### config.mk
export PLATFORM = sky130hd
export DESIGN_NAME = avg_fetch
export DESIGN_NICKNAME = d
export VERILOG_FILES = /design/src/rtl/avg_pkg.sv /design/src/rtl/avg_ret_stack.sv /design/src/rtl/avg_fetch.sv
export SDC_FILE = /design/constraint.sdc
export NUM_CORES = 1
export LEC_CHECK = 0
export CORE_UTILIZATION = 61
export CTS_BUF_LIST = sky130_fd_sc_hd__clkbuf_4
export DETAILED_ROUTE_END_ITERATION = 6
export HOLD_SLACK_MARGIN = 0.12
export PLACE_DENSITY = 0.94
export SLEW_MARGIN = 20
export SYNTH_ARGS = -nofsm -noshare
export SYNTH_HDL_FRONTEND = slang
export SYNTH_SLANG_ARGS = --single-unit
### constraint.sdc
create_clock -name clk -period 8.15 [get_ports clk]
set_input_delay 0.815 -clock clk [delete_from_list [all_inputs] [get_ports clk]]
set_output_delay 0.815 -clock clk [all_outputs]
set_load 0.005 [all_outputs]
### src/rtl/avg_pkg.sv
// Shared types and constants for the AVG instruction fetch path.
package avg_pkg;

  localparam int unsigned AVG_ADDR_W     = 16;
  localparam int unsigned AVG_INST_BYTES = 4;

  typedef enum logic [1:0] {
    AVG_IDLE,
    AVG_FETCH,
    AVG_PRESENT
  } avg_state_e;

endpackage

### src/rtl/avg_ret_stack.sv
// Subroutine return-address LIFO; overflow/underflow requests are dropped
// here and reported by the fetch sequencer.
module avg_ret_stack
  import avg_pkg::*;
#(
  parameter int unsigned STACK_DEPTH = 4
) (
  input  logic                  clk,
  input  logic                  rst,
  input  logic                  clr,
  input  logic                  push,
  input  logic                  pop,
  input  logic [AVG_ADDR_W-1:0] din,
  output logic [AVG_ADDR_W-1:0] dout,
  output logic                  full,
  output logic                  empty
);

  localparam int unsigned PW = $clog2(STACK_DEPTH);

  logic [PW:0]            sp;
  logic [AVG_ADDR_W-1:0]  entries [STACK_DEPTH];
  logic [PW-1:0]          top_idx;

  assign full    = (sp == (PW+1)'(STACK_DEPTH));
  assign empty   = (sp == '0);
  assign top_idx = sp[PW-1:0] - PW'(1);
  assign dout    = entries[top_idx];

  always_ff @(posedge clk or posedge rst) begin
    if (rst) begin
      sp <= '0;
    end else if (clr) begin
      sp <= '0;
    end else if (push && !full) begin
      sp <= sp + (PW+1)'(1);
    end else if (pop && !empty) begin
      sp <= sp - (PW+1)'(1);
    end
  end

  // Storage needs no reset: nothing is readable until it has been pushed.
  always_ff @(posedge clk) begin
    if (push && !full && !clr) begin
      entries[sp[PW-1:0]] <= din;
    end
  end

endmodule

### src/rtl/avg_fetch.sv
// AVG instruction fetch sequencer: reads four bytes per instruction, presents
// the word to the decoder and applies flow control on the handshake.
module avg_fetch
  import avg_pkg::*;
#(
  parameter int unsigned STACK_DEPTH = 4
) (
  input  logic                  clk,
  input  logic                  rst,
  input  logic                  go,
  output logic [AVG_ADDR_W-1:0] mem_addr,
  output logic                  mem_rd_en,
  input  logic [7:0]            mem_data,
  output logic [31:0]           inst,
  output logic                  inst_valid,
  input  logic                  inst_ready,
  input  logic [2:0]            pcOffset,
  input  logic                  jmp,
  input  logic                  jsr,
  input  logic                  ret,
  input  logic                  halt,
  input  logic [AVG_ADDR_W-1:0] jumpAddr,
  output logic [AVG_ADDR_W-1:0] pc,
  output logic                  halted,
  output logic                  stack_err
);

  avg_state_e            state;
  logic [2:0]            k;
  logic [23:0]           byte_sr;

  logic                  hs;
  logic                  refetch;
  logic                  flow_err;
  logic [AVG_ADDR_W-1:0] seq_pc;
  logic [AVG_ADDR_W-1:0] target;

  logic                  stk_clr;
  logic                  stk_push;
  logic                  stk_pop;
  logic [AVG_ADDR_W-1:0] stk_dout;
  logic                  stk_full;
  logic                  stk_empty;

  avg_ret_stack #(
    .STACK_DEPTH(STACK_DEPTH)
  ) u_ret_stack (
    .clk  (clk),
    .rst  (rst),
    .clr  (stk_clr),
    .push (stk_push),
    .pop  (stk_pop),
    .din  (seq_pc),
    .dout (stk_dout),
    .full (stk_full),
    .empty(stk_empty)
  );

  // Handshake decode, first match wins: halt, ret, jsr, jmp, sequential.
  always_comb begin
    seq_pc   = pc + AVG_ADDR_W'(pcOffset);
    hs       = (state == AVG_PRESENT) && inst_valid && inst_ready;
    stk_clr  = (state == AVG_IDLE) && go;
    stk_push = 1'b0;
    stk_pop  = 1'b0;
    flow_err = 1'b0;
    refetch  = 1'b0;
    target   = seq_pc;
    if (hs) begin
      if (halt) begin
        refetch = 1'b0;
      end else if (ret) begin
        if (stk_empty) begin
          flow_err = 1'b1;
        end else begin
          stk_pop = 1'b1;
          refetch = 1'b1;
          target  = stk_dout;
        end
      end else if (jsr) begin
        if (stk_full) begin
          flow_err = 1'b1;
        end else begin
          stk_push = 1'b1;
          refetch  = 1'b1;
          target   = jumpAddr;
        end
      end else if (jmp) begin
        refetch = 1'b1;
        target  = jumpAddr;
      end else begin
        refetch = 1'b1;
      end
    end
  end

  // k tracks the cycle within FETCH; read data lags the address by one cycle,
  // so byte k-1 lands while address k is being issued.
  always_ff @(posedge clk or posedge rst) begin
    if (rst) begin
      state      <= AVG_IDLE;
      k          <= '0;
      byte_sr    <= '0;
      pc         <= '0;
      inst       <= '0;
      inst_valid <= 1'b0;
      mem_rd_en  <= 1'b0;
      mem_addr   <= '0;
      halted     <= 1'b1;
      stack_err  <= 1'b0;
    end else begin
      case (state)
        AVG_IDLE: begin
          if (go) begin
            pc        <= '0;
            stack_err <= 1'b0;
            halted    <= 1'b0;
            k         <= '0;
            mem_rd_en <= 1'b1;
            mem_addr  <= '0;
            state     <= AVG_FETCH;
          end
        end

        AVG_FETCH: begin
          if (k == 3'(AVG_INST_BYTES)) begin
            inst       <= {byte_sr, mem_data};
            inst_valid <= 1'b1;
            mem_rd_en  <= 1'b0;
            state      <= AVG_PRESENT;
          end else begin
            if (k != '0) begin
              byte_sr <= {byte_sr[15:0], mem_data};
            end
            k <= k + 3'd1;
            if (k < 3'(AVG_INST_BYTES - 1)) begin
              mem_rd_en <= 1'b1;
              mem_addr  <= pc + AVG_ADDR_W'(k + 3'd1);
            end else begin
              mem_rd_en <= 1'b0;
            end
          end
        end

        AVG_PRESENT: begin
          if (hs) begin
            inst_valid <= 1'b0;
            if (refetch) begin
              pc        <= target;
              mem_addr  <= target;
              mem_rd_en <= 1'b1;
              k         <= '0;
              state     <= AVG_FETCH;
            end else begin
              halted <= 1'b1;
              state  <= AVG_IDLE;
              if (flow_err) begin
                stack_err <= 1'b1;
              end
            end
          end
        end

        default: begin
          state <= AVG_IDLE;
        end
      endcase
    end
  end

endmodule

==> flow_results.org <==
** Synthesis
- Library cell occupying the most area in the post-synthesis netlist :: sky130_fd_sc_hd__dfrtp_1
- In the post-synthesis netlist, the biggest area contributors are sky130_fd_sc_hd__dfrtp_1 32%, sky130_fd_sc_hd__edfxtp_1 25%, sky130_fd_sc_hd__mux2_2 8.7%, sky130_fd_sc_hd__mux4_2 4.7%, sky130_fd_sc_hd__nand2_1 2.9%.
- After synthesis, the netlist uses 59 different library cells.
- EDFF count, synth :: 64
- The number of nets in the synthesized netlist is 651.
- In this run the biggest area consumer among cell types represents between 30% and 40% of the synthesized area.
- The Yosys step of the flow raised 0 warnings.
- Number of cells produced by synthesis :: 596
- Averaged over all synthesized cells, the footprint is 12.8 µm².
- Most common flop cell mapped by yosys :: sky130_fd_sc_hd__dfrtp_1
- In the synthesized netlist the async set-or-reset flop fraction comes to roughly three fifths.
- The mapped netlist covers 0.00763 mm².
- Summing the sequential cell areas from Yosys gives 58.0% of the chip area.
- In this run, synthesis produced a sequential element count of 164.

** Timing
- Setup slack of the critical path after layout :: 4750 ps
- Setup violations remaining at the end of the flow were counted as 0.
- Setup clock skew after layout :: 31.4 ps
- Setup TNS after final layout :: 0 ps
- Worst-case headroom to the max-slew limit :: 43.9%
- Max Clock Freq :: 295 MHz
- Setup repair after global routing left no endpoint under its margin.
- Share of the clock period used by the worst path after layout :: between 40% and 50%
- Final hold viol count :: 0
- Slew Viols, Final :: 0
- Hold slack final :: ~470 ps
- Slew @ Worst Pin :: 842 ps
- The routed design could run at a clock period as short as roughly 3400 ps.

** Die
- The floorplan has 40 rows.
- Width of the chip :: between 100 and 150 µm
- I/O pin total :: 103
- Overall die area :: 0.0130 mm²
- For this configuration, the core starts out at a cell density of 63.0%.
- Die Ht :: 114 µm
- Floorplan core area :: ~0.012 mm²

** Setup path
- Critical path endpoint :: mem_addr[1]
- Crit. End Element :: flop
- Along the worst path, the maximum fanout reaches 22.
- The worst register-to-register path ends at mem_addr[1].
- Data on the critical path is required at its endpoint by approximately 8600 ps.
- Worst reg2reg path depth :: 8
- The worst setup path is launched from a flop.
- Worst R2R Setup Slack :: 4750 ps
- Start point of the critical path :: state[0]
- The startpoint identified for the worst register-to-register timing path is state[0].
- The critical path is of the flop to flop type.
- STA puts the critical path data arrival time at 3810 ps.

** Placement
- IO buf count :: a little over 100
- Post-placement worst setup slack :: 4650 ps
- Once placement completed, the tool counted placed cells totaling ~840.
- Weighted congestion reported at the end of routability-driven placement :: 0.917
- After legalization and detailed placement, the total HPWL measured 12,900 µm.

** Layout
- The library cell used most frequently in the layout, excluding fill and tap cells, is sky130_fd_sc_hd__clkdlybuf4s50_1.
- Net count of the finished layout :: 747
- Cells with a size suffix above 1 make up 17.2% of the layout.
- After the flow finishes, the layout carries non-filler instances totaling 873.
- Fill cells in the final layout number 769.
- Diode count :: 0
- The library cells used most frequently in the layout, excluding fill and tap cells, are 102 x sky130_fd_sc_hd__clkdlybuf4s50_1, 99 x sky130_fd_sc_hd__dfrtp_1, 64 x sky130_fd_sc_hd__edfxtp_1.
- Area overhead of the layout relative to synthesis :: 19.6%

** Power
- Max IR drop VDD :: between 0.2 and 0.25 mV
- In this run the power density over the cells is between 300 and 400 mW/mm².
- Summed over all cells, the static leakage comes to 3.64 nW.
- Total power consumption of the routed design :: 3.06 mW

** Global route
- The via count of the first global-routing pass came to 5,411.
- The number of antenna violations at the first check in global routing came to 0.
- Wire length of the first global-routing pass :: 28,700 µm
- Overall global routing resource usage :: 29.9%
- Entering global routing, the biggest net connects 90 pins.
- Overflow left after global routing :: 0

** Detailed routing
- The count of nets left with antenna violations once routing finished came out at 0.
- In the final routed layout, each cell accounts on average for 21.0 µm.
- DRT Pass-1 Iters :: 6
- Dividing the detail-routed via count by the number of cells gives 6.18.
- DRC Markers :: 0
- For this block, the routed nets add up to 18,300 µm of wire.
- The first routing iteration left 555 violations.
- Vias after detailed routing :: 5,397

** Clock tree
- The H-tree was split into 4 levels.
- Hold buffer count at cts :: 0
- Clock-pin slew on the worst setup and hold paths :: 140 ps
- Clock latency on the worst-skew pair, taken at its later pin, is 590 ps.
- Clock tree synthesis inserted a total of 17 buffers.
- TritonCTS built the clock tree.
- Counting along the longest clock path gives a buffer depth of 2.
- In this run, post-CTS repair resized a total of 0 instances.
- Clock tree synthesis found a total of 164 sinks.
- Clock root cell :: sky130_fd_sc_hd__clkbuf_4
- In this run the post-CTS setup repair buffer count came out at 0.

** Run status
- The run finished with clean final reports.

** Flow run
- The tool flagged a number of max-cap violations equal to 0.

** Worst hold path
- Hold/Removal Path Class :: input pin to async pin
-- layer usage --
layer / wire [µm] / up-vias / global-route usage, %
met5: 0 / - / 0
met4: 399 / 0 / 10.5
met3: 1800 / 42 / 9.30
met2: 8880 / 337 / 47.5
met1: 7210 / 2636 / 39.4
li1: - / 2382 / -
-- sequential cells by signal, summed over array words and instances, names as in the netlist, 2 cells and up --
signal               cells
byte_sr                 24
inst                    32
k                        3
mem_addr                16
pc                      16
state                    2
u_ret_stack.entries     64
u_ret_stack.sp           3
-- where the power goes --
part,switching (mW),total [mW],internal (mW),leakage (nW)
clock,0.297,0.553,0.256,0.178
sequential,0.146,1.21,1.07,1.84
combinational,0.656,1.29,0.633,1.62
-- cells by family (layout without fill, tap and decap cells) --
| logic type | count (synthesis) | count (layout) | synth area share, % |
|---|---|---|---|
| DFF | 164 | 164 | 58.0 |
| and+or+nand+nor | 133 | 133 | 8.55 |
| AOI/OAI and AO/OA | 130 | 130 | 10.8 |
| muxes | 76 | 76 | 13.6 |
| buffers and inverters | 46 | 155 | 2.38 |
| xor gates and xnor gates | 27 | 27 | 3.10 |
| adders and majority gates | 20 | 20 | 3.58 |
-- cell type report --
| class | count | area, µm² | share of cell area, % |
|---|---|---|---|
| Clock buffer | 19 | 143 | 1.56 |
| Clock inverter | 13 | 196 | 2.15 |
| Inverter | 17 | 66.3 | 0.727 |
| Multi-Input combinational cell | 386 | 3020 | 33.1 |
| Sequential cell | 164 | 4430 | 48.5 |
| Tap cell | 168 | 210 | 2.31 |
| Timing Repair Buffer | 106 | 1050 | 11.6 |
-- metrics by stage --
stage | utilization, % | area [µm²]
2_1_floorplan | - | 7630
6_report | 75.3 | 9120
3_3_place_gp | 72.4 | 8770
3_5_place_dp | 72.4 | 8770
5_1_grt | 75.3 | 9120
4_1_cts | 75.2 | 9110
-- critical path: stages (launching register included) --
cell and delay (ps):
sky130_fd_sc_hd__dfrtp_1 440, sky130_fd_sc_hd__inv_1 100, sky130_fd_sc_hd__ha_1 710, sky130_fd_sc_hd__and4b_2 470, sky130_fd_sc_hd__nand3_4 140, sky130_fd_sc_hd__a2111oi_4 760, sky130_fd_sc_hd__nand2b_1 350, sky130_fd_sc_hd__o21ai_0 190
sky130_fd_sc_hd__a31oi_1 80
-- worst min-delay path by stage --
stage / end / slack (ps) / cells after the start
4_1_cts: mem_addr[12] / 450 / 2
3_3_place_gp: inst[31] / 480 / 1
6_report: pc[9] / 470 / 2
2_1_floorplan: mem_addr[13] / 470 / 2
3_5_place_dp: byte_sr[21] / 490 / 1
5_1_grt: mem_addr[14] / 440 / 2
-- cells in the mapped netlist, drive strengths merged (2+ instances only) --
| library cell | instances |
|---|---|
| nand2 | 59 |
| o22a | 3 |
| a21oi | 34 |
| nand2b | 7 |
| inv | 16 |
| nor4 | 2 |
| o21ai | 44 |
| o221ai | 5 |
| and2 | 7 |
| a22oi | 6 |
| a211o | 2 |
| nand3 | 15 |
| a22o | 2 |
| xor2 | 14 |
| buf | 7 |
| dfrtp | 99 |
| nand4 | 2 |
| or3 | 2 |
| ha | 17 |
| a211oi | 2 |
| a221o | 2 |
| and3 | 4 |
| a21o | 3 |
| clkbuf | 22 |
| or2 | 2 |
| xnor2 | 13 |
| nand3b | 2 |
| nor2b | 7 |
| o22ai | 7 |
| edfxtp | 64 |
| nor3 | 2 |
| nor2 | 17 |
| fa | 3 |
| mux2 | 59 |
| a32oi | 4 |
| a2111o | 2 |
| a31oi | 6 |
| mux4 | 16 |
Note: power is estimated with default switching activity, not from simulation.
